<file path="src/rtl/display_scan_if.sv">
// Bundle between the timekeeping logic and the display scan controller.
// The master drives digit data and scan enable; the slave drives the pad-facing outputs.
interface display_scan_if;
    logic        en;
    logic [31:0] digits;
    logic [7:0]  dp_mask;
    logic [7:0]  blink_mask;
    logic [6:0]  seg;
    logic        dp;
    logic [7:0]  disp_en;
    logic        frame_start;

    modport master (
        output en, digits, dp_mask, blink_mask,
        input  seg, dp, disp_en, frame_start
    );

    modport slave (
        input  en, digits, dp_mask, blink_mask,
        output seg, dp, disp_en, frame_start
    );
endinterface

</file>
<file path="src/rtl/display_scan_ctrl.sv">
// Time-multiplexed 8-digit 7-segment scan controller with frame snapshots,
// anti-ghost blanking, leading-zero suppression and per-digit blink.
module display_scan_ctrl #(
    parameter int       PRESCALE     = 1000,
    parameter int       BLANK        = 16,
    parameter int       BLINK_FRAMES = 64,
    parameter bit [7:0] LZ_MASK      = 8'h80,
    parameter bit       SEG_ACT_LOW  = 1'b0,
    parameter bit       EN_ACT_LOW   = 1'b0
) (
    input  logic          clk,
    input  logic          rst_n,
    display_scan_if.slave bus
);
    localparam int CNT_W = (PRESCALE > 2) ? $clog2(PRESCALE) : 1;
    localparam int FR_W  = (BLINK_FRAMES > 2) ? $clog2(BLINK_FRAMES) : 1;

    localparam logic [6:0] SEG_IDLE = {7{SEG_ACT_LOW}};
    localparam logic       DP_IDLE  = SEG_ACT_LOW;
    localparam logic [7:0] EN_IDLE  = {8{EN_ACT_LOW}};

    function automatic logic [6:0] seg_decode(input logic [3:0] val);
        logic [6:0] s;
        case (val)
            4'd0:    s = 7'b0111111;
            4'd1:    s = 7'b0000110;
            4'd2:    s = 7'b1011011;
            4'd3:    s = 7'b1001111;
            4'd4:    s = 7'b1100110;
            4'd5:    s = 7'b1101101;
            4'd6:    s = 7'b1111101;
            4'd7:    s = 7'b0000111;
            4'd8:    s = 7'b1111111;
            4'd9:    s = 7'b1101111;
            default: s = 7'b0000000;
        endcase
        return s;
    endfunction

    logic [CNT_W-1:0] cnt;
    logic [2:0]       idx;
    logic [FR_W-1:0]  fcnt;
    logic             blink_ph;
    logic [31:0]      sh_digits;
    logic [7:0]       sh_dp;
    logic [7:0]       sh_blink;

    logic             dwell_end;
    logic             frame_end;

    assign dwell_end = (cnt == CNT_W'(PRESCALE - 1));
    assign frame_end = dwell_end && (idx == 3'd7);

    always_ff @(posedge clk or negedge rst_n) begin
        if (!rst_n) begin
            cnt       <= '0;
            idx       <= '0;
            fcnt      <= '0;
            blink_ph  <= 1'b0;
            sh_digits <= '0;
            sh_dp     <= '0;
            sh_blink  <= '0;
        end else if (bus.en) begin
            cnt <= dwell_end ? '0 : cnt + 1'b1;
            if (dwell_end) begin
                idx <= idx + 3'd1;
            end
            // Snapshot only at the frame boundary so a frame never tears
            if (frame_end) begin
                sh_digits <= bus.digits;
                sh_dp     <= bus.dp_mask;
                sh_blink  <= bus.blink_mask;
                if (fcnt == FR_W'(BLINK_FRAMES - 1)) begin
                    fcnt     <= '0;
                    blink_ph <= ~blink_ph;
                end else begin
                    fcnt <= fcnt + 1'b1;
                end
            end
        end
    end

    // Stage p0: combinational digit selection and decode from current (cnt, idx)
    logic [3:0] val_p0;
    logic       blank_p0;
    logic [6:0] seg_p0;
    logic       dp_p0;
    logic [7:0] en_p0;

    always_comb begin
        val_p0   = sh_digits[{idx, 2'b00} +: 4];
        blank_p0 = (blink_ph && sh_blink[idx]) || (LZ_MASK[idx] && (val_p0 == 4'd0));
        seg_p0   = blank_p0 ? 7'd0 : seg_decode(val_p0);
        dp_p0    = !blank_p0 && sh_dp[idx];
        en_p0    = '0;
        if (!blank_p0 && (cnt >= CNT_W'(BLANK))) begin
            en_p0[idx] = 1'b1;
        end
    end

    // Stage p1: registered pad outputs with polarity applied
    logic [6:0] seg_p1;
    logic       dp_p1;
    logic [7:0] en_p1;
    logic       fs_p1;

    always_ff @(posedge clk or negedge rst_n) begin
        if (!rst_n) begin
            seg_p1 <= SEG_IDLE;
            dp_p1  <= DP_IDLE;
            en_p1  <= EN_IDLE;
            fs_p1  <= 1'b0;
        end else if (bus.en) begin
            seg_p1 <= seg_p0 ^ SEG_IDLE;
            dp_p1  <= dp_p0 ^ DP_IDLE;
            en_p1  <= en_p0 ^ EN_IDLE;
            fs_p1  <= frame_end;
        end else begin
            seg_p1 <= SEG_IDLE;
            dp_p1  <= DP_IDLE;
            en_p1  <= EN_IDLE;
            fs_p1  <= 1'b0;
        end
    end

    assign bus.seg         = seg_p1;
    assign bus.dp          = dp_p1;
    assign bus.disp_en     = en_p1;
    assign bus.frame_start = fs_p1;
endmodule
</file>
<file path="src/flat_wrapper.sv">
// flat-port wrapper written by rule: the top's interface ports become plain ports
module display_scan_ctrl_flat 
#(
    parameter int       PRESCALE     = 1000,
    parameter int       BLANK        = 16,
    parameter int       BLINK_FRAMES = 64,
    parameter bit [7:0] LZ_MASK      = 8'h80,
    parameter bit       SEG_ACT_LOW  = 1'b0,
    parameter bit       EN_ACT_LOW   = 1'b0
)
  (clk, rst_n, bus_en, bus_digits, bus_dp_mask, bus_blink_mask, bus_seg, bus_dp, bus_disp_en, bus_frame_start);
  display_scan_if bus_i ();
  input  logic clk;
  input  logic rst_n;
  input wire logic [$bits(bus_i.en)-1:0] bus_en;
  input wire logic [$bits(bus_i.digits)-1:0] bus_digits;
  input wire logic [$bits(bus_i.dp_mask)-1:0] bus_dp_mask;
  input wire logic [$bits(bus_i.blink_mask)-1:0] bus_blink_mask;
  output wire logic [$bits(bus_i.seg)-1:0] bus_seg;
  output wire logic [$bits(bus_i.dp)-1:0] bus_dp;
  output wire logic [$bits(bus_i.disp_en)-1:0] bus_disp_en;
  output wire logic [$bits(bus_i.frame_start)-1:0] bus_frame_start;
  assign bus_i.en = bus_en;
  assign bus_i.digits = bus_digits;
  assign bus_i.dp_mask = bus_dp_mask;
  assign bus_i.blink_mask = bus_blink_mask;
  assign bus_seg = bus_i.seg;
  assign bus_dp = bus_i.dp;
  assign bus_disp_en = bus_i.disp_en;
  assign bus_frame_start = bus_i.frame_start;
  display_scan_ctrl #(.PRESCALE(PRESCALE), .BLANK(BLANK), .BLINK_FRAMES(BLINK_FRAMES), .LZ_MASK(LZ_MASK), .SEG_ACT_LOW(SEG_ACT_LOW), .EN_ACT_LOW(EN_ACT_LOW)) u_core (.clk(clk), .rst_n(rst_n), .bus(bus_i));
endmodule
</file>
<file path="config.mk">
export PLATFORM = sky130hd
export DESIGN_NAME = display_scan_ctrl_flat
export DESIGN_NICKNAME = d
export VERILOG_FILES = /design/src/rtl/display_scan_if.sv /design/src/rtl/display_scan_ctrl.sv /design/src/flat_wrapper.sv
export SDC_FILE = /design/constraint.sdc
export NUM_CORES = 1
export LEC_CHECK = 0
export CORE_MARGIN = 4
export CORE_UTILIZATION = 40
export DETAILED_ROUTE_END_ITERATION = 8
export PLACE_DENSITY = 0.69
export SLEW_MARGIN = 20
export SYNTH_ARGS = -nofsm -noshare
export SYNTH_HDL_FRONTEND = slang
export SYNTH_SLANG_ARGS = --single-unit
</file>
<file path="constraint.sdc">
create_clock -name clk -period 3 [get_ports clk]
set_input_delay 0.6 -clock clk [delete_from_list [all_inputs] [get_ports clk]]
set_output_delay 0.6 -clock clk [all_outputs]
set_load 0.005 [all_outputs]
</file>
== After elaboration in Yosys (flattened, before gate mapping) ==
Memories as Yosys holds them, arrays and structs flattened.
Index checks and enable logic that the tools add are counted.
W data, S select, Z words.
Word-level totals
  input port bits: 51
  word-level logic and storage cells: 51
  memories: 2
  ROM bits: 120
  register bits: 85
  output and inout bits: 17
Cells by class
  shift-type cells: 1
  add/subtract/negate cells: 3
  reductions and logical operators: 12
  order comparisons: 3
  bitwise logic cells: 1
  equal/unequal tests: 3
  muxes and demuxes: 15
Memories
  (name not given): words 16, bits a word 7, rd ports 1, clocked after memory_dff 0, wr ports 0, line display_scan_ctrl.sv:24  | case (val)
  (name not given): words 8, bits a word 1, rd ports 1, clocked after memory_dff 0, wr ports 0, line display_scan_ctrl.sv:92  | blank_p0 = (blink_ph && sh_blink[idx]) || (LZ_MASK[idx] && (val_p0 == 4'd0));
Operators by type and width (count)
  $shiftx A32 B6 Y4: 1
  $mux W8: 2
  $mux W7: 2
  $add A10 B1 Y10 const B: 1
  $eq A10 B10 Y1 const B: 1
  $ge A10 B5 Y1 const B: 1
  $mux W10: 1
  $add A6 B1 Y6 const B: 1
  $bmux W1 S3: 2
  $eq A6 B6 Y1 const B: 1
  $logic_and A1 B1 Y1: 6
  $mux W1: 6
  $mux W6: 1
  $logic_not A4 Y1: 1
  $lt A3 B4 Y1 const B: 1
  $reduce_and A2 Y1: 2
  $add A3 B1 Y3 const B: 1
  $demux W1 S3: 1
  $eq A3 B3 Y1 const B: 1
  $ge A3 B1 Y1 const B: 1
  $reduce_and A3 Y1: 1
  $logic_not A1 Y1: 1
  $logic_or A1 B1 Y1: 1
  $not A1 Y1: 1

== Logic depth before layout (Yosys ltp) ==
Gate-level depths: netlist of run 1.
  depth after elaboration: 8
  mapped depth: 10
  depth with buffers taken out: 8

== Least setup slack after synthesis of run 1 ==
No wires, ideal clock.
  kind: reg-to-reg
  from: register u_core.idx[2]
  to: register u_core.seg_p1[2] (netlist: u_core.bus.seg[2])
  period minus slack after synthesis: 2.497 ns
  arrival: 2.370 ns
  cell stages (with the launch flop): 10
  buffers on the path: 3
  setup slack: 0.503 ns
  setup time: 0.128 ns
  required time: 2.872 ns
  cell sequence: dfrtp_1 -> buf_2 -> buf_1 -> mux4_2 -> mux2i_2 -> ha_1 -> a21boi_0 -> a221o_2 -> buf_6 -> a21oi_1
On the way
  longest elaborated chain between the ends: 6
  elaborated cells between the ends (all ways): 12
  those cells by class: 1 x shift; 5 x mux; 4 x reduce/logical; 2 x memory
Ends and longest elaborated chain
  start: declaration: line display_scan_ctrl.sv:41  | logic [2:0] idx;
  start signal: assignment: line display_scan_ctrl.sv:66  | idx <= idx + 3'd1;
  branches (longest 4 deep; another with $mem_v2 Z16 W7)
  $mux W7 *: line display_scan_ctrl.sv:93  | seg_p0 = blank_p0 ? 7'd0 : seg_decode(val_p0);
  $mux W7 *: line display_scan_ctrl.sv:113  | end else if (bus.en) begin
  end signal: assignment: line display_scan_ctrl.sv:114  | seg_p1 <= seg_p0 ^ SEG_IDLE;
  end: declaration: line display_scan_ctrl.sv:102  | logic [6:0] seg_p1;
Mark *: on every way between the ends. The select of a mux whose other input is x is not followed.
A chain may end at the register's enable or synchronous reset.

== Worst setup path in the final report of run 1 ==
  from: register u_core.idx[2]
  to: register u_core.en_p1[2] (netlist: u_core.bus.disp_en[2])
On the way
  longest elaborated chain between the ends: 8
  elaborated cells between the ends (all ways): 18
  those cells by class: 2 x order compare; 1 x shift; 7 x mux; 7 x reduce/logical; 1 x memory
Ends and longest elaborated chain
  $shiftx A32 B6 Y4, or another cell as far along: line display_scan_ctrl.sv:91  | val_p0 = sh_digits[{idx, 2'b00} +: 4];
  $logic_not A4 Y1 or $mux W1 (tied branches): line display_scan_ctrl.sv:92
  $logic_and A1 B1 Y1: line display_scan_ctrl.sv:92
  $logic_or A1 B1 Y1: line display_scan_ctrl.sv:92
  $logic_not A1 Y1: line display_scan_ctrl.sv:96  | if (!blank_p0 && (cnt >= CNT_W'(BLANK))) begin
  $logic_and A1 B1 Y1: line display_scan_ctrl.sv:96
  $mux W8 *: line display_scan_ctrl.sv:96
  $mux W8 *: line display_scan_ctrl.sv:113
  end signal: assignment: line display_scan_ctrl.sv:116  | en_p1 <= en_p0 ^ EN_IDLE;
  end: declaration: line display_scan_ctrl.sv:104  | logic [7:0] en_p1;
Every way passes the cells marked *; elsewhere a longest branch is shown, timed or not. The select of a mux whose other input is x is not followed.

==> results of run 1 <==
[path summary, 6_finish.rpt]
path / slack, ps / depth (start not counted) / endpoint
max: 460 / 7 / u_core.bus.disp_en[2]$_DFF_PN0_
min: 290 / 1 / u_core.cnt[1]$_DFFE_PN0P_
max reg2reg: 460 / 7 / u_core.bus.disp_en[2]$_DFF_PN0_
min reg2reg: 470 / 2 / u_core.sh_dp[3]$_DFFE_PN0P_
max in group asynchronous: 2220 / 1 / u_core.sh_digits[8]$_DFFE_PN0P_
min in group clk: 470 / 2 / u_core.sh_dp[3]$_DFFE_PN0P_
[area by class of cell]
type	count	area, sq um	share of cell area [%]
clock buffer	9	124	2.42
clock inverter	7	105	2.06
inverter	11	41.3	0.807
multi-input combinational	308	1780	34.9
sequential	85	2130	41.6
tap	133	166	3.25
timing repair buffer	78	767	15.0
[report_power, final]
group          switching (mW)  internal [mW]  leakage (nW)
registers              0.0533           1.18          1.16
clock network           0.425          0.482         0.112
logic                  0.0843          0.119          1.19
total                   0.562           1.78          2.46
[worst reg2reg max path, stage by stage (launching register included)]
cell      delay, ps
dfrtp_1         550
or2_2           400
o32ai_1         240
a21oi_1          90
ha_1            200
a21boi_0        160
a221o_2         510
nor4b_2         280
[cells by family (layout without fill, tap and decap cells)]
group                    Yosys count  in the layout  synth area share (%)
AND/OR/NAND/NOR                  228            228                  24.9
flip-flops                        85             85                  52.6
AO/OA/AOI/OAI                     44             44                  7.05
buffers and inverters             30            105                  3.59
multiplexers                      19             19                  7.30
adder cells (fa/ha/maj)           10             10                  3.09
XOR/XNOR                           7              7                  1.51
[per-layer routing]
metal / share of wire [%] / wire (um) / track usage (%) / vias to the layer above
met4: 0.66 / 55 / 4.33 / 0
met3: 5.2 / 436 / 3.64 / 4
met2: 47 / 3890 / 23.8 / 68
li1: - / - / - / 1551
met1: 48 / 3990 / 21.9 / 1442
met5: 0 / 0 / 0 / -
[cell usage after synthesis, drive strengths merged, types with 3 or more instances]
master,instances,area [sq um]
a21oi,12,63.8
and3,3,18.8
buf,13,81.3
clkbuf,6,22.5
dfrtp,85,2130
ha,10,125
inv,11,41.3
mux2,5,63.8
mux2i,8,96.3
mux4,6,135
nand2,167,627
nand3,8,40.0
nand3b,3,22.5
nand4,8,50.1
nor2,15,56.3
nor3,4,20.0
nor4b,3,45.0
o21ai,14,70.1
or3,5,31.3
xnor2,5,43.8
[flip-flops by register name, indices dropped and copies added, names as in the netlist]
signal                  flops
u_core.blink_ph             1
u_core.bus.frame_start      1
u_core.sh_dp                8
u_core.sh_digits           32
u_core.bus.disp_en          8
u_core.sh_blink             8
u_core.cnt                 10
u_core.bus.seg              7
u_core.fcnt                 6
u_core.bus.dp               1
u_core.idx                  3
==> qor.txt, run 1 <==
Inst Count DP: 615
CP arrival: 2780 ps
setup_tns: 0 ps
final setup margin: 455 ps
crit path max fanout: 16
Final Cycle Share: 84.8%
largest net degree at the start of global routing: 86
layout cells sized above 1: 10.4%
critical path class: reg2reg
hold slack: 289 ps
Antenna diodes: 0
Final Total Pwr: 2.34 mW
Die Area: 0.0118 sq mm
post-layout util: 52.1%
buffers and inverters on the worst path: 0
Total GRT Usage: 15.5%
final instance area: 0.00511 sq mm
Mapped Area: 0.00405 sq mm
clk sink count: 85
Highest Clock Rate: 393 MHz
CTS Buf Count: 9
clock skew: 18.3 ps
reg2reg start: u_core.idx[2]$_DFFE_PN0P_
detailed-route DRC error count: 0
Placed Area: 0.00488 sq mm
share of flip-flops with an asynchronous set or reset: 100%
run status: complete, no violations
Hold Path Class: in2async
leading cell type in the layout, fill and taps excluded: nand2_1
cells resized by post-CTS repair: 0
sequential-to-total area share from yosys stat: 52.6%
H-Tree Depth: 3
Slew Limit Fails: 0
DR vias: 3065
Reg clk slew, reported paths: 90 ps
row cnt: 36
#FFs+latches synth: 85
# setup viols final: 0
number of distinct library cells after synthesis: 51
slew margin rel.: 50.7%
clock tree from TritonCTS: built
Syn-to-layout area delta: 26.3%
Post-Syn Instances: 423
Layout Nets: 554
post-DP HPWL: 6280 um
Slowest cell on crit path: dfrtp_1
Clock Latency Late Sink: 350 ps
Final min period: 2540 ps
crit-path cells: or2_2 > o32ai_1 > a21oi_1 > ha_1 > a21boi_0 > a221o_2 > nor4b_2
CTS max path bufs: 2
Fill cells: 937
drt pass-1 iters: 4
Critical Path Start Type: flip-flop
routability cong.: 0.796
remaining global-route overflow: 0
vias per cell: 4.86
Power per Cell Area: 458 mW/mm^2
number of global-route vias before repair: 3016
initial antenna violation count: 0
Yosys warnings: 0
CP Data Required Time: 3240 ps
Die Ht: 109 um
Final Non-Filler Cells: 631
final WL: 8370 um
I/O Pins: 68
commonest non-fill, non-tap cells in the layout: nand2_1 (167), dfrtp_1 (85), clkdlybuf4s50_1 (66)
Avg Cell Area, Syn: 9.57 sq um
Post-DRT Antenna Nets: 0
overall die width: 109 um
syn nets: 484
Fin. Hold Viols: 0
initial core utilization: 41.2%
Post-CTS Setup Bufs: 0
first-pass GRT wire length: 14500 um
critical path capture point type: flip-flop
Post-synth EDFFs: 0
CP top delay family: compound AO/OA/AOI/OAI gates
Hold Buf Count CTS: 0
Worst VDD drop: 0.234 mV
Worst Setup SP: u_core.idx[2]$_DFFE_PN0P_
Port Buffer Count: 67
CORE AREA: 0.00982 sq mm
RSZ-0062 raised after global routing: no
WL/cell: 13.3 um
Main synth FF type: dfrtp_1
P_leak: 2.46 nW
Critical Path Max Stage Delay: 550 ps
max_cap viols: 0
Slew @ Worst Pin: 739 ps
pre-CTS WS: 416 ps
initial drt markers: 179
Root Driver: clkbuf_8
Note: power is estimated with default switching activity, not from simulation.
==> run 2: changes to the inputs <==
==> constraint.sdc (replaced) <==
create_clock -name clk -period 2.6 [get_ports clk]
set_input_delay 0.52 -clock clk [delete_from_list [all_inputs] [get_ports clk]]
set_output_delay 0.52 -clock clk [all_outputs]
set_load 0.005 [all_outputs]
==> qor.txt, run 2 (same netlist as run 1, synthesis figures left out) <==
CP Data Required Time: 2830 ps (-410 ps)
top layer in use: met4
sw frac: 26.7% (+2.8 points)
Fin. Hold Viols: 0 (unchanged)
commonest non-fill, non-tap cells in the layout: nand2_1 (167), dfrtp_1 (85), clkdlybuf4s50_1 (66)
leading cell type in the layout, fill and taps excluded: nand2_1
Inst Count DP: 621 (+0.98%)
Syn-to-layout area delta: 26.3% (unchanged)
clock skew: 10.1 ps (-8.20 ps)
WL/cell: 13.4 um (+0.79%)
RSZ-0062 raised after global routing: no
max_cap viols: 0 (unchanged)
Largest Register: u_core.sh_digits
Hold Path Class: in2async
Worst VDD drop: 0.271 mV (+16%)
P_int: 1.88 mW (+5.2%)
row cnt: 36 (unchanged)
Hold Buf Count CTS: 0 (unchanged)
Slew @ Worst Pin: 486 ps (-253 ps)
final WL: 8520 um (+1.7%)
P_leak: 2.48 nW (+0.69%)
Final Non-Filler Cells: 637 (+0.95%)
CP top delay family: multiplexers
critical path capture point type: flip-flop
routed length on met3: 363 um (-17%)
CTS max path bufs: 2 (unchanged)
critical path class: reg2reg
Final Cycle Share: 93.2% (+8.4 points)
Reg clk slew, reported paths: 90 ps (about the same)
routability cong.: 0.816 (+2.6%)
CP arrival: 2650 ps (-130 ps)
# setup viols final: 0 (unchanged)
crit path max fanout: 16 (unchanged)
final instance area: 0.00511 sq mm (unchanged)
initial antenna violation count: 0 (unchanged)
clk sink count: 85 (unchanged)
H-Tree Depth: 3 (unchanged)
pre-CTS WS: 174 ps (-242 ps)
setup_tns: 0 ps (unchanged)
drt pass-1 iters: 4 (unchanged)
Layout Nets: 560 (+1.1%)
met1 WL: 4090 um (+2.5%)
Die Ht: 109 um (unchanged)
Placed Area: 0.00493 sq mm (+0.92%)
Slew Limit Fails: 0 (unchanged)
P_sw: 0.684 mW (+22%)
Slowest cell on crit path: mux4_2
Total GRT Usage: 15.6% (+0.17 points)
Logic pwr share: 9.5% (+0.8 points)
post-layout util: 52.1% (unchanged)
Root Driver: clkbuf_8
Critical Path Start Type: flip-flop
initial drt markers: 116 (-35%)
slew margin rel.: 67.6% (+17 points)
final setup margin: 177 ps (-278 ps)
Die Area: 0.0118 sq mm (unchanged)
Port Buffer Count: 67 (unchanged)
hold slack: 114 ps (-175 ps)
CTS Buf Count: 9 (unchanged)
buffers and inverters on the worst path: 0 (unchanged)
I/O Pins: 68 (unchanged)
metal2 WL: 3940 um (+1.2%)
remaining global-route overflow: 0 (unchanged)
Critical Path Max Stage Delay: 570 ps (+20 ps)
initial core utilization: 41.2% (unchanged)
Post-CTS Setup Bufs: 0 (unchanged)
Highest Clock Rate: 413 MHz (+5.0%)
layout cells sized above 1: 11.5% (+1.1 points)
Final Total Pwr: 2.56 mW (+9.2%)
Power per Cell Area: 500 mW/mm^2 (+9.2%)
Clock power frac: 34.8% (-3.9 points)
DR vias: 3114 (+1.6%)
Post-DRT Antenna Nets: 0 (unchanged)
cells resized by post-CTS repair: 0 (unchanged)
first-pass GRT wire length: 14500 um (+0.48%)
detailed-route DRC error count: 0 (unchanged)
clock tree from TritonCTS: built
register share of total power: 55.6% (+2.9 points)
post-DP HPWL: 6510 um (+3.5%)
run status: complete, no violations
Clock Latency Late Sink: 360 ps (about the same)
Final min period: 2420 ps (-122 ps)
CORE AREA: 0.00982 sq mm (unchanged)
crit-path cells: mux4_2 > mux2i_2 > ha_1 > a21boi_0 > a221o_2 > nor2_1
top flop regs: u_core.sh_digits (32), u_core.cnt (10)
Fill cells: 884 (-5.7%)
overall die width: 109 um (unchanged)
number of global-route vias before repair: 3073 (+1.9%)
vias per cell: 4.89 (+0.64%)
largest net degree at the start of global routing: 49 (-43%)
Antenna diodes: 0 (unchanged)
max reg flops: 32 (unchanged)
[run 2: final timing paths]
path | start | end | slack (ps) | cells past startpoint
max | u_core.idx[0]$_DFFE_PN0P_ | u_core.bus.disp_en[5]$_DFF_PN0_ | 180 | 6
min | rst_n | u_core.cnt[0]$_DFFE_PN0P_ | 110 | 1
max reg2reg | u_core.idx[0]$_DFFE_PN0P_ | u_core.bus.disp_en[5]$_DFF_PN0_ | 180 | 6
min reg2reg | u_core.sh_blink[0]$_DFFE_PN0P_ | u_core.sh_blink[0]$_DFFE_PN0P_ | 470 | 2
max in group asynchronous | rst_n | u_core.sh_digits[9]$_DFFE_PN0P_ | 1870 | 2
min in group clk | u_core.sh_blink[0]$_DFFE_PN0P_ | u_core.sh_blink[0]$_DFFE_PN0P_ | 470 | 2
[run 2: area by class of cell]
class | instances | area, sq um | share of cell area [%]
Clock buffer | 9 | 124 | 2.42
Multi-Input combinational cell | 308 | 1780 | 34.9
Sequential cell | 85 | 2130 | 41.6
Timing Repair Buffer | 84 | 808 | 15.8
Clock inverter | 7 | 63.8 | 1.25
Inverter | 11 | 41.3 | 0.807
Tap cell | 133 | 166 | 3.25
[run 2: routing by layer]
metal  up-vias  track usage [%]
li1       1565                -
met1      1471             21.8
met5         -                0
met4         0             4.96
met2        67             24.3
met3        11             3.40
[run 2: power by group through the flow]
stage	logic [mW]	clock network (mW)	registers, mW
after floorplan	0.107	0	1.43
after global placement	0.239	0	1.44
after detailed placement	0.248	0	1.45
after CTS	0.248	0.923	1.42
after global routing	0.269	0.983	1.43
final	0.243	0.892	1.42
